File: config.mk
export PLATFORM = sky130hd
export DESIGN_NAME = adpll_seq
export DESIGN_NICKNAME = d
export VERILOG_FILES = /design/src/rtl/adpll_seq.sv
export SDC_FILE = /design/constraint.sdc
export NUM_CORES = 1
export LEC_CHECK = 0
export ABC_AREA = 1
export BUFFER_PORTS_ARGS = -buffer_cell sky130_fd_sc_hd__buf_2
export CORE_UTILIZATION = 59
export DETAILED_ROUTE_END_ITERATION = 10
export GPL_TIMING_DRIVEN = 1
export PLACE_DENSITY = 0.81
export SYNTH_ARGS = -nofsm -noshare
export SYNTH_HDL_FRONTEND = slang
export SYNTH_SLANG_ARGS = --single-unit
File: constraint.sdc
create_clock -name clk -period 3.23 [get_ports clk]
set_input_delay 0.1615 -clock clk [delete_from_list [all_inputs] [get_ports clk]]
set_output_delay 0.1615 -clock clk [all_outputs]
set_load 0.01 [all_outputs]
File: src/rtl/adpll_seq.sv
// adpll_seq: bus master that runs the ADPLL channel-acquisition sequence.
// It disables the ADPLL, pulses soft reset, programs FCW and mode, enables the
// loop, polls lock with a timeout, and then checks saturation.
//
// Optional build macro: ADPLL_SEQ_LOCK_FILT_EN. When it is defined, LOCK_CNT
// consecutive lock=1 reads are needed before the saturation check.
//
// Ports:
//   clk, rst          clock and synchronous active-high reset
//   start, abort      one-cycle host requests
//   fcw_in, mode_in   channel word and ADPLL mode, captured when start is accepted
//   busy, done        sequence in progress, and the one-cycle end pulse
//   status            0 ok, 1 timeout, 2 saturated, 3 aborted
//   locked            set by an ok completion
//   m_valid, m_address, m_wdata, m_wstrb, m_rdata, m_ready
//                     register bus master (m_wstrb=1 is a write)

`ifndef FCWW
`define FCWW 26
`endif
`ifndef ADPLL_ADDR_W
`define ADPLL_ADDR_W 8
`endif
`ifndef ADPLL_DATA_W
`define ADPLL_DATA_W 32
`endif

module adpll_seq #(
    parameter int unsigned TIMEOUT_CYC = 4096,
    parameter int unsigned LOCK_CNT    = 4,
    parameter int unsigned CNT_W       = 16
) (
    input  logic                      clk,
    input  logic                      rst,
    input  logic                      start,
    input  logic                      abort,
    input  logic [`FCWW-1:0]          fcw_in,
    input  logic [1:0]                mode_in,
    output logic                      busy,
    output logic                      done,
    output logic [1:0]                status,
    output logic                      locked,
    output logic                      m_valid,
    output logic [`ADPLL_ADDR_W-1:0]  m_address,
    output logic [`ADPLL_DATA_W-1:0]  m_wdata,
    output logic                      m_wstrb,
    input  logic [1:0]                m_rdata,
    input  logic                      m_ready
);

    localparam int unsigned FCW_W  = `FCWW;
    localparam int unsigned ADDR_W = `ADPLL_ADDR_W;
    localparam int unsigned DATA_W = `ADPLL_DATA_W;

    // ADPLL register map
    localparam logic [ADDR_W-1:0] A_EN       = ADDR_W'(8'h00);
    localparam logic [ADDR_W-1:0] A_SOFT_RST = ADDR_W'(8'h04);
    localparam logic [ADDR_W-1:0] A_FCW      = ADDR_W'(8'h08);
    localparam logic [ADDR_W-1:0] A_MODE     = ADDR_W'(8'h0C);
    localparam logic [ADDR_W-1:0] A_LOCK     = ADDR_W'(8'h10);
    localparam logic [ADDR_W-1:0] A_SAT      = ADDR_W'(8'h14);

    localparam logic [1:0] ST_OK      = 2'd0;
    localparam logic [1:0] ST_TIMEOUT = 2'd1;
    localparam logic [1:0] ST_SAT     = 2'd2;
    localparam logic [1:0] ST_ABORT   = 2'd3;

    typedef enum logic [3:0] {
        S_IDLE,
        S_W_DIS,
        S_W_RST1,
        S_W_RST0,
        S_W_FCW,
        S_W_MODE,
        S_W_EN,
        S_POLL,
        S_R_SAT,
        S_W_OFF,
        S_FIN
    } state_t;

    state_t              state, state_d;
    logic [FCW_W-1:0]    fcw_q, fcw_d;
    logic [1:0]          mode_q, mode_d;
    logic                abort_q, abort_d;
    logic [CNT_W-1:0]    tmo_cnt, tmo_d;
    logic                busy_d, done_d, locked_d;
    logic [1:0]          status_d;
    logic                valid_d, wstrb_d;
    logic [ADDR_W-1:0]   addr_d;
    logic [DATA_W-1:0]   wdata_d;

    logic [ADDR_W-1:0]   req_addr;
    logic [DATA_W-1:0]   req_wdata;
    logic                req_wr;

    logic                abort_hit_c;
    logic                tmo_hit_c;
    logic                lock_ok_c;

    // Abort counts from the cycle it arrives as well as once latched.
    assign abort_hit_c = abort_q | abort;
    assign tmo_hit_c   = (tmo_cnt >= CNT_W'(TIMEOUT_CYC - 1));

`ifdef ADPLL_SEQ_LOCK_FILT_EN
    localparam int unsigned RUN_W = $clog2(LOCK_CNT + 1);

    logic [RUN_W-1:0]    lock_run, lock_run_d;

    // This read is a lock and completes the required run of consecutive locks.
    assign lock_ok_c = m_rdata[0] && ((32'(lock_run) + 32'd1) >= LOCK_CNT);
`else
    assign lock_ok_c = m_rdata[0];
`endif

    // rdata[1] carries nothing; LOCK_CNT only matters with lock filtering.
    logic unused_ok;
    assign unused_ok = ^{m_rdata[1], LOCK_CNT};

    // State and registered outputs
    always_ff @(posedge clk) begin
        if (rst) begin
            state     <= S_IDLE;
            fcw_q     <= '0;
            mode_q    <= '0;
            abort_q   <= 1'b0;
            tmo_cnt   <= '0;
            busy      <= 1'b0;
            done      <= 1'b0;
            status    <= '0;
            locked    <= 1'b0;
            m_valid   <= 1'b0;
            m_address <= '0;
            m_wdata   <= '0;
            m_wstrb   <= 1'b0;
`ifdef ADPLL_SEQ_LOCK_FILT_EN
            lock_run  <= '0;
`endif
        end else begin
            state     <= state_d;
            fcw_q     <= fcw_d;
            mode_q    <= mode_d;
            abort_q   <= abort_d;
            tmo_cnt   <= tmo_d;
            busy      <= busy_d;
            done      <= done_d;
            status    <= status_d;
            locked    <= locked_d;
            m_valid   <= valid_d;
            m_address <= addr_d;
            m_wdata   <= wdata_d;
            m_wstrb   <= wstrb_d;
`ifdef ADPLL_SEQ_LOCK_FILT_EN
            lock_run  <= lock_run_d;
`endif
        end
    end

    // Next state, bus request and status decisions
    always_comb begin
        state_d   = state;
        fcw_d     = fcw_q;
        mode_d    = mode_q;
        abort_d   = abort_q;
        tmo_d     = tmo_cnt;
        busy_d    = busy;
        done_d    = 1'b0;
        status_d  = status;
        locked_d  = locked;
        valid_d   = m_valid;
        addr_d    = m_address;
        wdata_d   = m_wdata;
        wstrb_d   = m_wstrb;
`ifdef ADPLL_SEQ_LOCK_FILT_EN
        lock_run_d = lock_run;
`endif
        req_addr  = '0;
        req_wdata = '0;
        req_wr    = 1'b0;

        // Transaction each bus state issues
        case (state)
            S_W_DIS, S_W_OFF: begin req_addr = A_EN;       req_wr = 1'b1; end
            S_W_RST1: begin req_addr = A_SOFT_RST; req_wdata = DATA_W'(1); req_wr = 1'b1; end
            S_W_RST0: begin req_addr = A_SOFT_RST; req_wr = 1'b1; end
            S_W_FCW:  begin req_addr = A_FCW;  req_wdata = DATA_W'(fcw_q);  req_wr = 1'b1; end
            S_W_MODE: begin req_addr = A_MODE; req_wdata = DATA_W'(mode_q); req_wr = 1'b1; end
            S_W_EN:   begin req_addr = A_EN;   req_wdata = DATA_W'(1);      req_wr = 1'b1; end
            S_POLL:   req_addr = A_LOCK;
            S_R_SAT:  req_addr = A_SAT;
            default:  ;
        endcase

        if (state != S_IDLE && abort)
            abort_d = 1'b1;

        // Timeout counter runs every cycle in POLL and saturates
        if (state == S_POLL && tmo_cnt != '1)
            tmo_d = tmo_cnt + CNT_W'(1);

        case (state)
            S_IDLE: begin
                abort_d = 1'b0;
                if (start && !abort) begin
                    fcw_d    = fcw_in;
                    mode_d   = mode_in;
                    status_d = ST_OK;
                    locked_d = 1'b0;
                    busy_d   = 1'b1;
                    state_d  = S_W_DIS;
                end
            end

            // Final disable runs to completion regardless of abort.
            S_W_OFF: begin
                if (!m_valid) begin
                    valid_d = 1'b1;
                    addr_d  = req_addr;
                    wdata_d = req_wdata;
                    wstrb_d = req_wr;
                end else if (m_ready) begin
                    valid_d = 1'b0;
                    state_d = S_FIN;
                end
            end

            S_FIN: begin
                done_d  = 1'b1;
                busy_d  = 1'b0;
                state_d = S_IDLE;
            end

            default: begin
                if (!m_valid) begin
                    // Between transactions: nothing in flight, so divert here.
                    if (abort_hit_c) begin
                        status_d = ST_ABORT;
                        state_d  = S_W_OFF;
                    end else if (state == S_POLL && tmo_hit_c) begin
                        status_d = ST_TIMEOUT;
                        state_d  = S_W_OFF;
                    end else begin
                        valid_d = 1'b1;
                        addr_d  = req_addr;
                        wdata_d = req_wdata;
                        wstrb_d = req_wr;
                    end
                end else if (m_ready) begin
                    valid_d = 1'b0;
                    if (abort_hit_c) begin
                        status_d = ST_ABORT;
                        state_d  = S_W_OFF;
                    end else begin
                        case (state)
                            S_W_DIS:  state_d = S_W_RST1;
                            S_W_RST1: state_d = S_W_RST0;
                            S_W_RST0: state_d = S_W_FCW;
                            S_W_FCW:  state_d = S_W_MODE;
                            S_W_MODE: state_d = S_W_EN;
                            S_W_EN: begin
                                state_d = S_POLL;
                                tmo_d   = '0;
`ifdef ADPLL_SEQ_LOCK_FILT_EN
                                lock_run_d = '0;
`endif
                            end
                            S_POLL: begin
`ifdef ADPLL_SEQ_LOCK_FILT_EN
                                lock_run_d = m_rdata[0] ? lock_run + RUN_W'(1) : '0;
`endif
                                // Timeout wins over a lock landing on the limit
                                if (tmo_hit_c) begin
                                    status_d = ST_TIMEOUT;
                                    state_d  = S_W_OFF;
                                end else if (lock_ok_c) begin
                                    state_d = S_R_SAT;
                                end
                            end
                            S_R_SAT: begin
                                if (m_rdata[0]) begin
                                    status_d = ST_SAT;
                                    state_d  = S_W_OFF;
                                end else begin
                                    status_d = ST_OK;
                                    locked_d = 1'b1;
                                    state_d  = S_FIN;
                                end
                            end
                            default: ;
                        endcase
                    end
                end
            end
        endcase
    end

endmodule

# == After elaboration in Yosys (flattened, before gate mapping) ==
# Index checks and enable logic that the tools add are counted.
# totals
ff_bits,96
inputBits,35
output_inout_bits,47
wordCells,132
# op_classes
n_addsub,1
magnitude_cmp,1
eq_ne,24
mux,63
n_bitwise,4
reduce_logical,26
# op_table
cell,count
$mux 32,4
$mux 16,6
$pmux 26 s3,1
$pmux 32 s2,1
$mux 4,10
$mux 8,4
$pmux 4 s8,1
$pmux 5 s5,1
$mux 1,18
$mux 2,9
$add 16x1->16 const B,1
$eq 4x3->1 const B,4
$ge 16x12->1 const B,1
$ne 16x16->1 const B,1
$pmux 8 s2,1
$reduce_and 7->1,2
$ne 13x1->1 const B,1
$eq 4x4->1 const B,3
$pmux 4 s3,1
$reduce_or 2->1,5
$eq 4x2->1 const B,2
$ne 2x1->1 const B,4
$ne 8x5->1 const B,1
$pmux 1 s2,4
other kinds (20),33

# == Longest topological paths before layout ==
# logic_depth
word_depth,8
ltp_mapped,11
ltp_nobuf,11

# == Worst setup path before layout ==
# No wires, ideal clock.
# synth_timing
path_type,register -> register
from,register tmo_cnt[0]
to,register tmo_cnt[11]
setup_time_ns,0.115
t_arrival_ns,1.470
required_ns,3.115
path_slack_ns,1.644
path_stages_with_launch,11
path_buffers,1
synth_period_minus_slack_ns,1.586
cell_sequence,dfxtp_1 ha_1 inv_1 nor2_4 nand2_4 o21ai_4 inv_4 buf_6 nand2_4 o21bai_1 and3_1
# synth_via
elab_chain_cells,8
elab_cells_between_ends,9
cone_classes,add/sub (1); eq/ne (1); mux (6); reduce/logical (1)
# synth_rtl
item,line_no,rtl
start: declaration,86,"logic [CNT_W-1:0] tmo_cnt, tmo_d;"
start signal: assignment,144,tmo_cnt <= tmo_d;
"parallel branches: the longest is 2 deep, another holds $add 16x1->16",--,
$mux 16 (*),198,if (state == S_POLL && tmo_cnt != '1)
$mux 16,254,case (state)
$mux 16,250,if (abort_hit_c) begin
$mux 16,248,end else if (m_ready) begin
$mux 16,234,if (!m_valid) begin
$mux 16 (*),201,case (state)
# Mark *: on every way between the ends.
# A chain may end at the register's enable or synchronous reset.

# == Final worst setup path ==
# layout_timing
from,register state[3]
to,register fcw_q[8]
# layout_via
elab_chain_cells,2
# layout_rtl
item,line_no,rtl
start: declaration,82,"state_t state, state_d;"
start signal: assignment,140,state <= state_d;
$logic_not 4->1,201,
$reduce_and 2->1 (no line),--,
end signal: assignment,141,fcw_q <= fcw_d;
end: declaration,83,"logic [FCW_W-1:0] fcw_q, fcw_d;"
# Every way passes these cells.

==> summary.md <==
| Metric | Value |
|---|---|
| Largest driver fanout on the critical path | `32` |
| Starting utilization of the core area | `between 60% and 70%` |
| Endpoint required time on the critical path | `3520 ps` |
| Post-detailed-placement cell area | `0.00422 mm²` |
| Vias after detailed routing | `about 3600` |
| Core ar. | `roughly 0.0064 mm²` |
| Setup fix buffers added after clock tree synthesis | `0` |
| Post-route cell area | `around 0.0044 mm²` |
| Total Die Area | `slightly above 0.007 mm²` |
| Width of the die | `around 84 µm` |
| Overall power consumption | `approximately 3 mW` |
| Switching Power | `between 1 and 1.5 mW` |
| Number of buffers added by the clock tree synthesis step | `9` |
| Net Sw Frac | `about 36%` |
| Minimum clock period after layout | `between 2000 and 2500 ps` |
| Mapped Area | `a little under 0.004 mm²` |
| Pin count of the biggest net entering global routing | `a little over 60` |
| Launching element type of the critical path | `flop` |
| Final Skew | `approximately 11 ps` |
| Total instance count after detailed placement | `660` |
| Design internal power | `a little under 2 mW` |
| Mean area per synthesized cell | `between 7 and 8 µm²` |
| RD Place Congestion | `0.920` |
| Remaining max-slew budget at the tightest pin | `between 30% and 40%` |
| Number of antenna violations at the first check in global routing | `0` |
| PwrDens | `between 600 and 700 mW/mm²` |
| Vias per Instance | `roughly 5.3` |
| Worst Tran Pin Value | `984 ps` |
| Signal arrival time at the worst endpoint | `around 2500 ps` |
| Area growth from synthesis to layout | `11.9%` |
| Die height | `around 84 µm` |
| Lkg Pwr | `about 2 nW` |
| Final core area utilization | `a little under 70%` |
| Reg power frac | `approximately two fifths` |
| Gates resized, CTS repair | `0` |
| Overflow left after global routing | `0` |
| Min-delay worst type | `in2reg` |
| Number of enable flip-flop cells after synthesis | `0` |
| Leading cell types in the layout, fill and taps excluded | `98 x sky130_fd_sc_hd__nor2_1, 95 x sky130_fd_sc_hd__nand2_1, 85 x sky130_fd_sc_hd__dfxtp_1, 69 x sky130_fd_sc_hd__buf_2, 45 x sky130_fd_sc_hd__a21oi_1` |
| Root buffer selected by CTS | `sky130_fd_sc_hd__clkbuf_8` |
| TNS Setup | `0 ps` |
| Portion of total power attributed to the clock network | `a little over a quarter` |
| Async set-or-reset flop fraction in the synthesized netlist | `0%` |
| Relative contribution of combinational cells to total power | `31.0%` |
| Count of antenna diodes in the layout | `0` |
| Kind of critical path | `reg2reg` |
| Detailed-route wire length on metal 1 | `between 3000 and 4000 µm` |
| Wire length of the first global-routing pass | `roughly 15000 µm` |
| Share of final-layout standard cells stronger than drive strength 1 | `around a fifth` |
| Dpl hpwl | `between 6000 and 7000 µm` |
| Remaining antenna violation count after routing | `0` |
| Met2 routed wirelength | `~4400 µm` |
| Final Hold Violating Endpoints | `0` |
| Leading cell type in the layout, fill and taps excluded | `sky130_fd_sc_hd__nor2_1` |
| Number of warnings issued by yosys | `0` |
| Yosys reg bits | `85` |
| Max Transition Viols Final | `0` |
| Global-route usage over all layers | `between 20 and 30%` |
| Via count of the first global-routing pass | `3308` |
| Failing checks | `design-rule violations` |
| Post-synth cell types | `35` |
| Share of the yosys chip area belonging to registers | `roughly 43%` |
| Detailed-routing iteration count for the pre-antenna-repair pass | `10` |
| Cell Count, Final, Fillers Out | `675` |
| CTS Sinks | `85` |
| Clock Latency Late Sink | `roughly 360 ps` |
| DR WL met3 | `approximately 440 µm` |
| Uppermost routed layer | `met4` |
| Unrepaired setup endpoints after global routing | `no` |
| Most instantiated flip-flop cell in the synthesis netlist | `sky130_fd_sc_hd__dfxtp_1` |
| Drt initial violations | `320` |
| Io pins | `a little over 80` |
| Nets@finish | `between 600 and 700` |
| Routed wire length | `8710 µm` |
| Number of buffers on the longest clock path | `2` |
| Maximum Capacitance Violations | `0` |
| CP endpoint kind | `flop` |
| Peak ir drop on the vdd network | `around 0.57 mV` |
| Fmax | `between 400 and 500 MHz` |
| H-tree levels | `3` |
| Total setup violations reported at the end of the flow | `0` |
| Number of buffers added to fix hold violations after cts | `0` |
| Status | `finished, violations left` |
| Row Count | `29` |
| CTS tree | `built` |
| Routed length per instance | `between 10 and 15 µm` |
| Final worst path period share | `approximately two thirds` |
| Clock-pin slew on the worst setup and hold paths | `~90 ps` |
| Cells after synthesis | `537` |
| Count of unresolved DRC violations after routing | `12` |
| Input/output buffers | `a little under 70` |
[kinds of logic after synthesis]
| group | Yosys count | share of synthesized area, % |
|---|---|---|
| and+or+nand+nor | 274 | 33.0 |
| adders and majority gates | 1 | 0.315 |
| buffers and inverters | 77 | 10.2 |
| other | 1 | 0.0945 |
| DFF | 85 | 42.9 |
| xor gates and xnor gates | 4 | 0.883 |
| AOI/OAI and AO/OA | 95 | 12.6 |
[worst max-delay path, stage by stage, from the launching register on]
cell and delay (ps):
sky130_fd_sc_hd__dfxtp_1 360, sky130_fd_sc_hd__nor2_1 320, sky130_fd_sc_hd__nand2_4 140, sky130_fd_sc_hd__inv_1 80, sky130_fd_sc_hd__nand2_1 40, sky130_fd_sc_hd__buf_4 230
sky130_fd_sc_hd__inv_1 720, sky130_fd_sc_hd__nor2_1 110, sky130_fd_sc_hd__nor2_1 130
[flip-flops by register name, indices dropped and copies added (netlist names), 2 cells and up]
| name | flops |
|---|---|
| m_wdata | 26 |
| status | 2 |
| state | 4 |
| fcw_q | 26 |
| m_address | 3 |
| tmo_cnt | 16 |
| mode_q | 2 |
[layer usage]
| layer | track usage, % | up-vias |
|---|---|---|
| li1 | - | 1826 |
| met1 | 31.4 | 1664 |
| met2 | 45.6 | 100 |
| met3 | 5.24 | 13 |
| met4 | 7.21 | 0 |
| met5 | 0 | - |
[worst paths after layout]
check,cells after the start,end,slack [ps],startpoint
worst max-delay path,8,fcw_q[8]$_SDFFE_PP0P_,1030,state[3]$_SDFFE_PP0P_
worst min-delay path,3,fcw_q[14]$_SDFFE_PP0P_,50,fcw_in[14]
worst max register to register,8,fcw_q[8]$_SDFFE_PP0P_,1030,state[3]$_SDFFE_PP0P_
worst min register to register,2,m_wdata[1]$_SDFFE_PP0P_,450,m_wdata[1]$_SDFFE_PP0P_
[final cells by class]
| type | count | area [µm²] |
|---|---|---|
| tap | 77 | 96.3 |
| multi-input combinational | 385 | 1900 |
| clock inverter | 6 | 96.3 |
| clock buffer | 9 | 124 |
| sequential | 85 | 1700 |
| timing repair buffer | 71 | 360 |
| fill | 528 | 1980 |
| inverter | 42 | 160 |
[synthesized netlist by cell type (all sizes together) (2+ instances only)]
library cell	count	area (µm²)
a21oi	46	234
buf	24	203
clkbuf	11	41.3
dfxtp	85	1700
inv	42	160
nand2	103	432
nand3	22	138
nand3b	26	195
nand4	10	62.6
nor2	106	447
nor3	5	25.0
o21ai	46	241
xnor2	2	17.5
xor2	2	17.5
[through the flow]
step                      setup WS, ps  hold WS (ps)
after global placement            1080           411
after global routing               764          49.9
after CTS                         1010          50.2
after floorplan                   1640           328
final                             1030          50.5
after detailed placement          1040           417
[power groups by stage]
| stage | clock (mW) | combinational (mW) | sequential (mW) |
|---|---|---|---|
| 5_1_grt | 0.895 | 1.07 | 1.29 |
| 4_1_cts | 0.846 | 0.949 | 1.27 |
| 6_report | 0.840 | 0.953 | 1.28 |
| 2_1_floorplan | 0 | 0.789 | 1.30 |
| 3_3_place_gp | 0 | 0.930 | 1.29 |
| 3_5_place_dp | 0 | 0.947 | 1.30 |
Power figures use the tool's default switching activity.
